--- config.mk ---
export PLATFORM = sky130hd
export DESIGN_NAME = seg7_scan_ctrl
export DESIGN_NICKNAME = d
export VERILOG_FILES = /design/src/rtl/seg7_pkg.sv /design/src/rtl/seg7_scan_ctrl_hex_decoder.sv /design/src/rtl/seg7_scan_ctrl.sv
export SDC_FILE = /design/constraint.sdc
export NUM_CORES = 1
export LEC_CHECK = 0
export CAP_MARGIN = 10
export CORE_ASPECT_RATIO = 2
export CORE_MARGIN = 2
export CORE_UTILIZATION = 35
export DETAILED_ROUTE_END_ITERATION = 8
export HOLD_SLACK_MARGIN = 0.15
export PLACE_DENSITY_LB_ADDON = 0.1
export SYNTH_ARGS = -nofsm -noshare
export SYNTH_HDL_FRONTEND = slang
export SYNTH_SLANG_ARGS = --single-unit
--- constraint.sdc ---
create_clock -name clk_i -period 5.56 [get_ports clk_i]
set_input_delay 0.834 -clock clk_i [delete_from_list [all_inputs] [get_ports clk_i]]
set_output_delay 0.834 -clock clk_i [all_outputs]
set_load 0.02 [all_outputs]
--- src/rtl/seg7_pkg.sv ---
// Shared definitions for the memory-mapped 7-segment scan controller.
// Contents: bus width, register-window layout, CTRL field positions,
// the packed CTRL register type, the scan state type and the segment
// patterns for decimal digits 0..9 ({g,f,e,d,c,b,a}, active-high).
// Optional build macro: SEG7_HEX_DECODE_EN (enables CTRL.HEX storage and
// the hex nibble decoder).
package seg7_pkg;

  localparam int unsigned XLEN = 32;

  localparam logic [XLEN-1:0] SEG7_BASE_ADDR = 32'h0000_0400;
  localparam logic [XLEN-1:0] SEG7_CTRL_OFS  = 32'h0000_0020;
  localparam logic [XLEN-1:0] SEG7_WIN_SIZE  = 32'h0000_0040;

  localparam int unsigned CTRL_EN_BIT   = 0;
  localparam int unsigned CTRL_DUTY_LSB = 1;
  localparam int unsigned CTRL_DUTY_MSB = 4;
  localparam int unsigned CTRL_HEX_BIT  = 8;

  typedef struct packed {
    logic       hex;
    logic [3:0] duty;
    logic       en;
  } seg7_ctrl_t;

  localparam seg7_ctrl_t SEG7_CTRL_RST = '{hex: 1'b0, duty: 4'hF, en: 1'b1};

  typedef enum logic {
    SCAN_IDLE,
    SCAN_RUN
  } seg7_state_t;

  localparam logic [6:0] SEG7_PAT_0 = 7'h3F;
  localparam logic [6:0] SEG7_PAT_1 = 7'h06;
  localparam logic [6:0] SEG7_PAT_2 = 7'h5B;
  localparam logic [6:0] SEG7_PAT_3 = 7'h4F;
  localparam logic [6:0] SEG7_PAT_4 = 7'h66;
  localparam logic [6:0] SEG7_PAT_5 = 7'h6D;
  localparam logic [6:0] SEG7_PAT_6 = 7'h7D;
  localparam logic [6:0] SEG7_PAT_7 = 7'h07;
  localparam logic [6:0] SEG7_PAT_8 = 7'h7F;
  localparam logic [6:0] SEG7_PAT_9 = 7'h6F;

  // Bus image of the CTRL register.
  function automatic logic [XLEN-1:0] ctrl_to_word(input seg7_ctrl_t c);
    logic [XLEN-1:0] w;
    w = '0;
    w[CTRL_EN_BIT]                 = c.en;
    w[CTRL_DUTY_MSB:CTRL_DUTY_LSB] = c.duty;
    w[CTRL_HEX_BIT]                = c.hex;
    return w;
  endfunction

endpackage

--- src/rtl/seg7_scan_ctrl_hex_decoder.sv ---
// seg7_hex_decoder: combinational 4-bit hex nibble to 7-segment decoder.
// Ports: nibble (4-bit value), seg (7-bit {g,f,e,d,c,b,a}, active-high).
// Only compiled when SEG7_HEX_DECODE_EN is defined.
`ifdef SEG7_HEX_DECODE_EN
module seg7_hex_decoder
  import seg7_pkg::*;
(
  input  logic [3:0] nibble,
  output logic [6:0] seg
);

  always_comb begin
    seg = '0;
    unique case (nibble)
      4'h0: seg = SEG7_PAT_0;
      4'h1: seg = SEG7_PAT_1;
      4'h2: seg = SEG7_PAT_2;
      4'h3: seg = SEG7_PAT_3;
      4'h4: seg = SEG7_PAT_4;
      4'h5: seg = SEG7_PAT_5;
      4'h6: seg = SEG7_PAT_6;
      4'h7: seg = SEG7_PAT_7;
      4'h8: seg = SEG7_PAT_8;
      4'h9: seg = SEG7_PAT_9;
      4'hA: seg = 7'h77;
      4'hB: seg = 7'h7C;
      4'hC: seg = 7'h39;
      4'hD: seg = 7'h5E;
      4'hE: seg = 7'h79;
      4'hF: seg = 7'h71;
      default: seg = '0;
    endcase
  end

endmodule
`endif

--- src/rtl/seg7_scan_ctrl.sv ---
// seg7_scan_ctrl: memory-mapped multiplexing controller for a
// NUM_DIGITS-digit 7-segment display with PWM brightness.
// Register window at BASE_ADDR (addr[1:0] ignored):
//   +4k  DIGIT[k] bits[6:0]     +0x20 CTRL: bit0 EN, bits[4:1] DUTY, bit8 HEX
// Ports:
//   clk_i, rst_i (async, active-high)
//   wr_en_i/wr_addr_i/wr_data_i  store path from the core
//   rd_en_i/rd_addr_i            load request; rd_data_o/rd_valid_o one cycle later
//   seg_o {g,f,e,d,c,b,a}, an_o one-hot digit enable, frame_o wrap pulse
// Optional build macro: SEG7_HEX_DECODE_EN (CTRL.HEX selects hex decoding
// of DIGIT[k][3:0]; without it HEX is not stored and reads as 0).
module seg7_scan_ctrl
  import seg7_pkg::*;
#(
  parameter int unsigned     NUM_DIGITS     = 4,
  parameter int unsigned     SCAN_DIV       = 50000,
  parameter logic [XLEN-1:0] BASE_ADDR      = SEG7_BASE_ADDR,
  parameter bit              SEG_ACTIVE_LOW = 1'b0
) (
  input  logic                  clk_i,
  input  logic                  rst_i,
  input  logic                  wr_en_i,
  input  logic [XLEN-1:0]       wr_addr_i,
  input  logic [XLEN-1:0]       wr_data_i,
  input  logic                  rd_en_i,
  input  logic [XLEN-1:0]       rd_addr_i,
  output logic [XLEN-1:0]       rd_data_o,
  output logic                  rd_valid_o,
  output logic [6:0]            seg_o,
  output logic [NUM_DIGITS-1:0] an_o,
  output logic                  frame_o
);

  localparam int unsigned IDX_W = (NUM_DIGITS > 1) ? $clog2(NUM_DIGITS) : 1;
  localparam int unsigned PRE_W = $clog2(SCAN_DIV);

  localparam logic [IDX_W-1:0]      LAST_IDX  = IDX_W'(NUM_DIGITS - 1);
  localparam logic [PRE_W-1:0]      LAST_PRE  = PRE_W'(SCAN_DIV - 1);
  localparam logic [3:0]            CTRL_WORD = SEG7_CTRL_OFS[5:2];
  localparam logic [6:0]            SEG_OFF   = SEG_ACTIVE_LOW ? '1 : '0;
  localparam logic [NUM_DIGITS-1:0] AN_OFF    = SEG_ACTIVE_LOW ? '1 : '0;

  logic [6:0]      digit [NUM_DIGITS];
  seg7_ctrl_t      ctrl;

  logic [XLEN-1:0] wr_ofs, rd_ofs;
  logic            wr_win, rd_win;
  logic [3:0]      wr_word, rd_word;
  logic [XLEN-1:0] rd_val;

  seg7_state_t     state;
  logic [PRE_W-1:0] presc;
  logic [IDX_W-1:0] idx, nxt_idx;
  logic [6:0]      shadow;
  logic [6:0]      pattern;
  logic [3:0]      pwm;
  logic [NUM_DIGITS-1:0] an_sel;

  // Address decode: window-relative word index.
  assign wr_ofs  = wr_addr_i - BASE_ADDR;
  assign rd_ofs  = rd_addr_i - BASE_ADDR;
  assign wr_win  = (wr_ofs < SEG7_WIN_SIZE);
  assign rd_win  = (rd_ofs < SEG7_WIN_SIZE);
  assign wr_word = wr_ofs[5:2];
  assign rd_word = rd_ofs[5:2];

  logic unused_bits;
  assign unused_bits = ^{wr_ofs[1:0], rd_ofs[1:0], wr_data_i[XLEN-1:8],
                         wr_data_i[7:5]};

  // Register file.
  always_ff @(posedge clk_i or posedge rst_i) begin
    if (rst_i) begin
      for (int unsigned k = 0; k < NUM_DIGITS; k++) digit[k] <= '0;
      ctrl <= SEG7_CTRL_RST;
    end else if (wr_en_i && wr_win) begin
      for (int unsigned k = 0; k < NUM_DIGITS; k++) begin
        if (wr_word == 4'(k)) digit[k] <= wr_data_i[6:0];
      end
      if (wr_word == CTRL_WORD) begin
        ctrl.en   <= wr_data_i[CTRL_EN_BIT];
        ctrl.duty <= wr_data_i[CTRL_DUTY_MSB:CTRL_DUTY_LSB];
`ifdef SEG7_HEX_DECODE_EN
        ctrl.hex  <= wr_data_i[CTRL_HEX_BIT];
`else
        ctrl.hex  <= 1'b0;
`endif
      end
    end
  end

  // Read mux uses pre-edge register values, so a same-cycle write is not visible.
  always_comb begin
    rd_val = '0;
    if (rd_win) begin
      for (int unsigned k = 0; k < NUM_DIGITS; k++) begin
        if (rd_word == 4'(k)) rd_val = XLEN'(digit[k]);
      end
      if (rd_word == CTRL_WORD) rd_val = ctrl_to_word(ctrl);
    end
  end

  always_ff @(posedge clk_i or posedge rst_i) begin
    if (rst_i) begin
      rd_data_o  <= '0;
      rd_valid_o <= 1'b0;
    end else begin
      rd_data_o  <= (rd_en_i && rd_win) ? rd_val : '0;
      rd_valid_o <= rd_en_i && rd_win;
    end
  end

  // Segment pattern source for the active slot.
`ifdef SEG7_HEX_DECODE_EN
  logic [6:0] hex_seg;

  seg7_hex_decoder u_hex_decoder (
    .nibble (shadow[3:0]),
    .seg    (hex_seg)
  );

  assign pattern = ctrl.hex ? hex_seg : shadow;
`else
  assign pattern = shadow;
`endif

  assign nxt_idx = (idx == LAST_IDX) ? '0 : idx + 1'b1;

  always_comb begin
    an_sel = '0;
    for (int unsigned k = 0; k < NUM_DIGITS; k++) begin
      if (idx == IDX_W'(k)) an_sel[k] = 1'b1;
    end
  end

  // Scan FSM with registered pin outputs; the output flops reflect the
  // index/shadow of the previous cycle. The shadow is loaded on the edge
  // that starts a slot, from pre-edge DIGIT contents, so a write landing on
  // that same edge only shows up in the digit's following slot.
  always_ff @(posedge clk_i or posedge rst_i) begin
    if (rst_i) begin
      state   <= SCAN_IDLE;
      presc   <= '0;
      idx     <= '0;
      shadow  <= '0;
      pwm     <= '0;
      frame_o <= 1'b0;
      seg_o   <= SEG_OFF;
      an_o    <= AN_OFF;
    end else begin
      pwm     <= pwm + 1'b1;
      frame_o <= 1'b0;
      seg_o   <= SEG_OFF;
      an_o    <= AN_OFF;
      unique case (state)
        SCAN_IDLE: begin
          if (ctrl.en) begin
            state  <= SCAN_RUN;
            presc  <= '0;
            idx    <= '0;
            shadow <= digit[0];
          end
        end
        SCAN_RUN: begin
          if (!ctrl.en) begin
            state <= SCAN_IDLE;
            presc <= '0;
            idx   <= '0;
          end else begin
            an_o <= an_sel ^ AN_OFF;
            if (pwm <= ctrl.duty) seg_o <= pattern ^ SEG_OFF;
            if (presc == LAST_PRE) begin
              presc   <= '0;
              idx     <= nxt_idx;
              shadow  <= digit[nxt_idx];
              frame_o <= (idx == LAST_IDX);
            end else begin
              presc <= presc + 1'b1;
            end
          end
        end
        default: state <= SCAN_IDLE;
      endcase
    end
  end

endmodule
==> results of run 1 <==
power groups by stage:
| stage | Combinational (mW) | Sequential [mW] | Clock [mW] |
|---|---|---|---|
| global route | 0.114 | 0.604 | 0.704 |
| global placement | 0.104 | 0.615 | 0 |
| CTS | 0.106 | 0.604 | 0.677 |
| detailed placement | 0.106 | 0.615 | 0 |
| floorplan | 0.0536 | 0.615 | 0 |
| finish | 0.105 | 0.604 | 0.659 |
cells in the mapped netlist, drive strengths merged (2+ instances only):
cell type	number	area (um^2)
a21oi	17	85.1
a221oi	6	52.6
a31oi	7	43.8
and2	3	18.8
and3	4	25.0
buf	29	209
clkbuf	11	41.3
dfrtp	78	1950
dfstp	5	131
ha	10	125
inv	12	45.0
mux2	31	375
mux4	7	158
nand2	37	139
nand3	7	35.0
nand4	13	81.3
nand4b	2	17.5
nand4bb	2	22.5
nor2	34	128
nor2b	6	37.5
nor3	9	45.0
nor4	20	153
nor4b	5	43.8
o21a	4	30.0
o21ai	33	165
o22ai	2	12.5
or2	3	18.8
or4b	3	30.0
xnor2	2	17.5
xor2	3	26.3
cell families after synthesis:
logic type | Yosys count
buffers and inverters | 52
adder cells (fa/ha/maj) | 11
other | 1
multiplexers | 39
AO/OA/AOI/OAI | 74
XOR/XNOR | 5
flip-flops | 83
AND/OR/NAND/NOR | 153
per-layer routing:
layer	routed length (um)	track usage	vias to the layer above
li1	-	-	1648
met1	3880	0.163	1739
met2	6970	0.357	92
met3	372	0.0310	14
met4	261	0.0633	0
met5	0	0	-
critical path: stages:
cell and delay [ns]:
clkdlybuf4s50_1 0.46, nor4_1 0.32, nand4_1 0.19, nor4_2 0.41
or4b_1 0.78, mux2_4 0.40
worst max-delay path by stage:
stage                        startpoint         to  cells past startpoint
after detailed placement  wr_addr_i[19]  digit[21]                      6
after floorplan                   rst_i    an_o[0]                      1
after global placement    wr_addr_i[19]  digit[26]                      6
final                     wr_addr_i[19]  digit[21]                      6
after global routing      wr_addr_i[19]  digit[25]                      6
after CTS                 wr_addr_i[19]  digit[27]                      6
metrics by stage:
step / std cells / power, mW / util / instance area (um^2)
global placement: 640 / 0.719 / 0.435 / 5310
detailed placement: 640 / 0.721 / 0.435 / 5310
finish: 656 / 1.37 / 0.463 / 5650
global route: 656 / 1.42 / 0.463 / 5650
floorplan: 442 / 0.669 / - / 4470
CTS: 656 / 1.39 / 0.463 / 5650
final cells by class:
class                      count  area [um^2]
clock buffer                  11          253
clock inverter                 5         85.1
fill                        1197         6550
inverter                      12         46.3
multi-input combinational    307         2090
sequential                    83         2080
tap                          147          184
timing repair buffer          91          908
sequential cells by signal (all words and copies together), names as in the netlist:
| register | cells |
|---|---|
| pwm | 4 |
| rd_data_o | 7 |
| seg_o | 7 |
| presc | 16 |
| digit | 28 |
| rd_valid_o | 1 |
| frame_o | 1 |
| pattern | 7 |
| ctrl | 5 |
| state | 1 |
| idx | 2 |
| an_o | 4 |
==> results.yml, run 1 <==
outcome:
  status: "complete, no violations"
placed_design:
  dp_hpwl_um: 8950
  routabilityCongestion: 0.844
  portBuffers: 90
  worst_slack_at_placement_ns: 1.97
grt:
  grt_pass1_wl_um: 18000
  grt_pass1_vias: 3527
  antenna_found_initial: 0
  gr-usage-all-layers: 0.173
  grt_max_degree: 56
  grt_overflow_total: 0
logic_synthesis:
  post_synth_instance_area_mm2: 0.00438
  xor_xnor_fraction_of_synth_area: 0.0100
  ys_seq_elements: 83
  synthCells: 418
  synth-main-ff-cell: "dfrtp_1"
  synth_compound_area_frac: 0.0998
  synth_enable_flop_cells: 0
  synth_async_sr_flop_share: 1.00
  fraction_of_the_yosys_area_taken_by_sequential_cells: 0.476
  synthesis.area_per_instance_um2: 10.5
  synth-simple-area-share: 0.191
  adder_cell_fraction_of_synth_area: 0.0309
  muxShareOfSynthArea: 0.124
  synth.lib_cells_used.distinct: 50
  yosys_warnings: 0
  main_combinational_cell_family_by_area_after_synthesis: "simple AND/OR/NAND/NOR gates"
hold_path:
  worst_hold_path.num_cells: 1
  min_path_type: "flop to flop"
  holdPathEnd: "presc[15]"
  beginning_of_the_worst_hold_path: "presc[15]"
finish:
  layout.cells.most_common_list: "90 x clkdlybuf4s50_1, 78 x dfrtp_1, 37 x nand2_1, 34 x nor2_1, 25 x conb_1"
  number_of_diodes_added_for_antenna_fixing: 0
  post_route_cells_drive_above_1_share: 0.130
  final_net_count: 614
  area.growth.synth_to_final_pct: 29.1
  layout.cells.most_common: "clkdlybuf4s50_1"
detailed_routing:
  drt-wirelength-per-cell_um: 17.5
  route.vias.total: 3493
  postRouteWirelength_um: 11500
  first_iter_violations: 142
  routed_via_density: 5.32
  drt_pre_antenna_iters: 4
  residual_drc: 0
  drtAntennaViolNets: 0
clocking:
  clk_root_buffer_cell: "clkbuf_16"
  cts_tree: "built"
  cts_setup_buffers: 0
  cts-root-to-sink-buffers: 2
  cts_buffers: 9
  cts.repair.resized: 0
  htree_num_levels: 3
  postCtsHoldBufs: 0
  path_clk_slew_ns: 0.06
  cts_num_sinks: 83
  worstSkewPairLatency_ns: 0.34
timing:
  timing_hold_violations_final: 0
  final.setup.tns_ns: 0
  hold_ws_ns: 0.465
  worst_slew_pin_slew_ns: 1.12
  fmax_mhz: 315
  worst_slack_ns: 2.39
  final_period_utilization: 0.571
  relSlewSlack: 0.246
  setup_viol_count_final: 0
  final.min_clock_period_ns: 3.17
  rsz0062_at_grt: "no"
  drv_slew: 0
  finalClockSkew_ns: 0.00636
die:
  chipHeight_um: 162
  die_width_um: 83.1
  design.core.area_mm2: 0.0122
  num_rows: 57
  floorplan.io_pins: 145
  die-area_mm2: 0.0135
  starting_utilization_of_the_core_area: 0.359
power_and_ir_drop:
  power.ir.vdd_worst_uv: 165
  pwr_density_cell_mw_per_mm2: 242
  p_switching_mw: 0.292
  leakage_nw: 2.48
  relative_contribution_of_the_clock_network_to_total_power: 0.482
  netSwitchingFraction: 0.214
  combinationalPowerShare: 0.077
  share_seq_of_total_power: 0.442
  cellInternalPower_mw: 1.08
worst_setup_path:
  r2r_start: "presc[0]"
  worst_setup_path_start_kind: "input port"
  worst_ep_required_time_ns: 5.78
  rr_endpoint: "presc[14]"
  worstSetupPathType: "input port to flop"
  setup.reg_to_reg.worst_slack_ns: 2.90
  timing.critical_path.arrival_ns: 3.39
  worstPathMaxFanout: 7
  ff2ff_path_depth: 5
  end_kind: "flop"
job:
  cap_viol_max_count: 0
No activity file was read; power rests on OpenSTA's default activity.
==> inputs of run 2 (changes only) <==
==> constraint.sdc (replaced) <==
create_clock -name clk_i -period 2.9 [get_ports clk_i]
set_input_delay 0.435 -clock clk_i [delete_from_list [all_inputs] [get_ports clk_i]]
set_output_delay 0.435 -clock clk_i [all_outputs]
set_load 0.02 [all_outputs]
==> results.yml, run 2 (synthesis results as in run 1) <==
outcome:
  status: "complete, no violations"
placed_design:
  place_inst: 653
  detailed_place.area_mm2: 0.00542
  worst_slack_at_placement_ns: 0.121
  portBuffers: 90
  dp_hpwl_um: 9090
  routabilityCongestion: 0.839
worst_setup_path:
  ff2ff_path_depth: 5
  crit_chain: "clkdlybuf4s50_1 > nor4_1 > nand4_1 > nor4_2 > or4b_1 > buf_4 > mux2_4"
  worstSetupPathType: "input port to flop"
  worst_path_largest_cell_delay_ns: 0.45
  worstPathMaxFanout: 7
  end_kind: "flop"
  worst_setup_path_start_kind: "input port"
  worst_ep_required_time_ns: 3.12
  worst-path-stages: 7
  critical_path.n_buffers_inverters: 2
  slowest_stage_cell_cp: "clkdlybuf4s50_1"
  timing.critical_path.arrival_ns: 2.63
  worst_path_top_cell_family_by_delay: "simple AND/OR/NAND/NOR gates"
finish:
  count_of_non_filler_cells_in_the_finished_layout: 669
  final_core_utilization: 0.469
  layout.cells.most_common: "clkdlybuf4s50_1"
  layout.filler_cells: 1182
  largest_register_ffs: 28
  layout.cells.most_common_list: "90 x clkdlybuf4s50_1, 78 x dfrtp_1, 37 x nand2_1, 34 x nor2_1, 25 x conb_1"
  largest_register: "digit"
  post_route_cells_drive_above_1_share: 0.151
  number_of_diodes_added_for_antenna_fixing: 0
  area.growth.synth_to_final_pct: 30.7
  final_cell_area_mm2: 0.00572
  leading_registers_by_flop_count: "digit (28), presc (16)"
  final_net_count: 627
detailed_routing:
  highest-signal-layer: "met4"
  detailroute.wirelength.met2_um: 6900
  drtAntennaViolNets: 0
  first_iter_violations: 147
  wl_met1_um: 3840
  drt-wirelength-per-cell_um: 17.0
  route.vias.total: 3465
  detailroute.wirelength.met3_um: 328
  drt_pre_antenna_iters: 4
  routed_via_density: 5.18
  postRouteWirelength_um: 11400
  residual_drc: 0
timing:
  drv_slew: 0
  rsz0062_at_grt: "no"
  fmax_mhz: 415
  relSlewSlack: 0.349
  worst_slew_pin_slew_ns: 0.973
  final_period_utilization: 0.831
  timing_hold_violations_final: 0
  worst_slack_ns: 0.490
  final.setup.tns_ns: 0
  hold_ws_ns: 0.475
  finalClockSkew_ns: 0.00345
  final.min_clock_period_ns: 2.41
  setup_viol_count_final: 0
clocking:
  htree_num_levels: 3
  cts.repair.resized: 0
  cts_tree: "built"
  cts_buffers: 9
  clk_root_buffer_cell: "clkbuf_16"
  cts_num_sinks: 83
  worstSkewPairLatency_ns: 0.33
  cts-root-to-sink-buffers: 2
  cts_setup_buffers: 0
  postCtsHoldBufs: 0
  path_clk_slew_ns: 0.06
die:
  starting_utilization_of_the_core_area: 0.359
  die-area_mm2: 0.0135
  num_rows: 57
  design.core.area_mm2: 0.0122
  floorplan.io_pins: 145
  chipHeight_um: 162
  die_width_um: 83.1
grt:
  grt_overflow_total: 0
  grt_max_degree: 53
  grt_pass1_wl_um: 18200
  antenna_found_initial: 0
  gr-usage-all-layers: 0.172
  grt_pass1_vias: 3656
job:
  cap_viol_max_count: 0
power_and_ir_drop:
  leakage_nw: 2.52
  pwr_density_cell_mw_per_mm2: 439
  power_mw: 2.51
  power.ir.vdd_worst_uv: 260
hold_path:
  min_path_type: "input port to asynchronous set/reset pin"
==> run 2: cell count changes in the layout (fill, tap and decap cells not counted) <==
cell	previous run	this run
clkinvlp_4	1	2
clkinv_2	1	2
bufinv_16	2	1
buf_4	1	13
buf_12	0	1
inv_6	0	2
clkinv_4	2	1
clkbuf_8	2	0
==> run 2: final cells by class <==
| type | instances | area (um^2) | area share |
|---|---|---|---|
| Clock buffer | 9 | 225 | 0.0394 |
| Tap cell | 147 | 184 | 0.0322 |
| Sequential cell | 83 | 2080 | 0.364 |
| Inverter | 12 | 46.3 | 0.00809 |
| Clock inverter | 7 | 76.3 | 0.0133 |
| Multi-Input combinational cell | 307 | 2090 | 0.365 |
| Timing Repair Buffer | 104 | 1020 | 0.178 |
==> run 2: worst reg2reg max path, cell delays in order (launching register included) <==
cell,delay (ns)
dfrtp_1,0.46
or4b_1,0.63
nor4_4,0.44
nor2_1,0.35
a21oi_1,0.23
o21ai_1,0.07
==> run 2: power breakdown <==
group | switching (mW) | internal, mW
Clock | 0.475 | 0.673
Combinational | 0.101 | 0.103
Sequential | 0.0000000475 | 1.16
Total | 0.576 | 1.93
==> run 2: path summary, 6_finish.rpt <==
path,startpoint,to,slack (ns)
setup / recovery,wr_addr_i[19],digit[24],0.49
hold / removal,rst_i,an_o[0],0.48
setup reg to reg,presc[10],presc[11],0.62
hold reg to reg,pwm[0],pwm[0],0.48
max in group asynchronous,rst_i,ctrl[4],1.71
min in group clk_i,pwm[0],pwm[0],0.48
==> run 2: per-layer routing <==
layer	up-vias	track usage
met1	1699	0.163
met2	80	0.352
li1	1669	-
met5	-	0
met3	17	0.0254
met4	0	0.0768
==> inputs of run 3 (changes only) <==
==> constraint.sdc (replaced) <==
create_clock -name clk_i -period 2.4 [get_ports clk_i]
set_input_delay 0.36 -clock clk_i [delete_from_list [all_inputs] [get_ports clk_i]]
set_output_delay 0.36 -clock clk_i [all_outputs]
set_load 0.02 [all_outputs]
==> results.yml, run 3 (synthesis results as in run 1) <==
clocking:
  cts_tree: "built"
  postCtsHoldBufs: 0
  cts_buffers: 9
  htree_num_levels: 3
  clk_root_buffer_cell: "clkbuf_16"
  cts-root-to-sink-buffers: 2
  worstSkewPairLatency_ns: 0.34
  cts_num_sinks: 83
  path_clk_slew_ns: 0.06
finish:
  number_of_diodes_added_for_antenna_fixing: 0
  final_net_count: 640
  post_route_cells_drive_above_1_share: 0.179
  layout.cells.most_common: "clkdlybuf4s50_1"
  area.growth.synth_to_final_pct: 33.7
  layout.filler_cells: 1146
  largest_register: "digit"
  layout.cells.most_common_list: "87 x clkdlybuf4s50_1, 78 x dfrtp_1, 37 x nand2_1, 34 x nor2_1"
  leading_registers_by_flop_count: "digit (28), presc (16)"
  count_of_non_filler_cells_in_the_finished_layout: 682
  final_core_utilization: 0.480
  largest_register_ffs: 28
detailed_routing:
  drt_pre_antenna_iters: 6
  routed_via_density: 5.26
  drtAntennaViolNets: 0
  drt-wirelength-per-cell_um: 16.9
  postRouteWirelength_um: 11500
  route.vias.total: 3590
  residual_drc: 0
  first_iter_violations: 176
worst_setup_path:
  setup.reg_to_reg.worst_slack_ns: 0.10
  worst_setup_path_start_kind: "input port"
  worstSetupPathType: "input port to flop"
  worst_ep_required_time_ns: 2.62
  worstPathMaxFanout: 7
  end_kind: "flop"
  timing.critical_path.arrival_ns: 2.56
power_and_ir_drop:
  leakage_nw: 2.62
  power.ir.vdd_worst_uv: 408
  pwr_density_cell_mw_per_mm2: 514
die:
  num_rows: 57
  starting_utilization_of_the_core_area: 0.359
  floorplan.io_pins: 145
  die_width_um: 83.1
  chipHeight_um: 162
  die-area_mm2: 0.0135
  design.core.area_mm2: 0.0122
grt:
  grt_pass1_wl_um: 18400
  gr-usage-all-layers: 0.176
  antenna_found_initial: 0
  grt_overflow_total: 0
  grt_max_degree: 68
  grt_pass1_vias: 3728
hold_path:
  min_path_type: "input port to asynchronous set/reset pin"
timing:
  worst_slew_pin_slew_ns: 0.939
  final_period_utilization: 0.977
  fmax_mhz: 427
  final.min_clock_period_ns: 2.34
  relSlewSlack: 0.372
  drv_slew: 0
  setup_viol_count_final: 0
  finalClockSkew_ns: 0.00691
  final.setup.tns_ns: 0
  timing_hold_violations_final: 0
outcome:
  status: "complete, no violations"
placed_design:
  routabilityCongestion: 0.829
  portBuffers: 90
  dp_hpwl_um: 9140
  place_inst: 666
job:
  cap_viol_max_count: 0
run 3: cell types whose count changed in the layout (fill, tap and decap cells not counted), moves of 3 or more:
cell             previous run  this run
nor4_2                      2         5
nor4_1                     17        14
clkdlybuf4s50_1            90        87
dlymetal6s2s_1              0         3
buf_4                      13        25
run 3: metrics by stage:
step	setup WS [ns]	hold WS, ns	power (mW)	cell area (um^2)
after global placement	-0.289	0.455	1.68	5520
after CTS	0.0486	0.376	3.03	5810
after global routing	-0.0159	0.408	3.13	5850
after floorplan	0.275	0.393	1.55	4470
final	0.0557	0.372	3.01	5850
after detailed placement	-0.323	0.467	1.69	5520
run 3: worst paths after layout:
| check | from | endpoint | cells past startpoint |
|---|---|---|---|
| max | wr_addr_i[21] | digit[25] | 7 |
| min | rst_i | rd_data_o[5] | 2 |
| max reg2reg | idx[0] | pattern[0] | 5 |
| min reg2reg | pwm[0] | pwm[0] | 1 |
| max in group asynchronous | rst_i | ctrl[2] | 3 |
| min in group clk_i | pwm[0] | pwm[0] | 1 |
run 3: per-layer routing:
| metal | track usage | wire, um | up-vias |
|---|---|---|---|
| met5 | 0 | 0 | - |
| met4 | 0.0872 | 418 | 0 |
| met3 | 0.0295 | 387 | 25 |
| met2 | 0.362 | 7000 | 109 |
| met1 | 0.158 | 3700 | 1759 |
| li1 | - | - | 1697 |
run 3: repair_timing:
action / 4_1_cts / 5_1_grt
resized for setup: 0 / 10
setup endpoints to repair: 0 / 7
buffers inserted: 0 / 0
run 3: critical path, cell delays in order:
cell,delay (ns)
clkdlybuf4s50_1,0.45
nor4_2,0.29
nand4_1,0.20
nor4_2,0.29
or4b_4,0.50
buf_8,0.17
mux2_4,0.30
run 3: area by class of cell:
class                   count  area [um^2]  share of cell area
clock buffers              10          229              0.0391
clock inverters             6         57.6             0.00984
inverters                  12         48.8             0.00834
multi-input cells         307         2120               0.362
flip-flops and latches     83         2080               0.356
well taps                 147          184              0.0314
repair buffers            117         1130               0.193
run 3: power by group:
part | total (mW) | internal [mW] | switching, mW
Sequential | 1.40 | 1.40 | 0.0000000552
Combinational | 0.261 | 0.135 | 0.126
Clock | 1.34 | 0.799 | 0.546
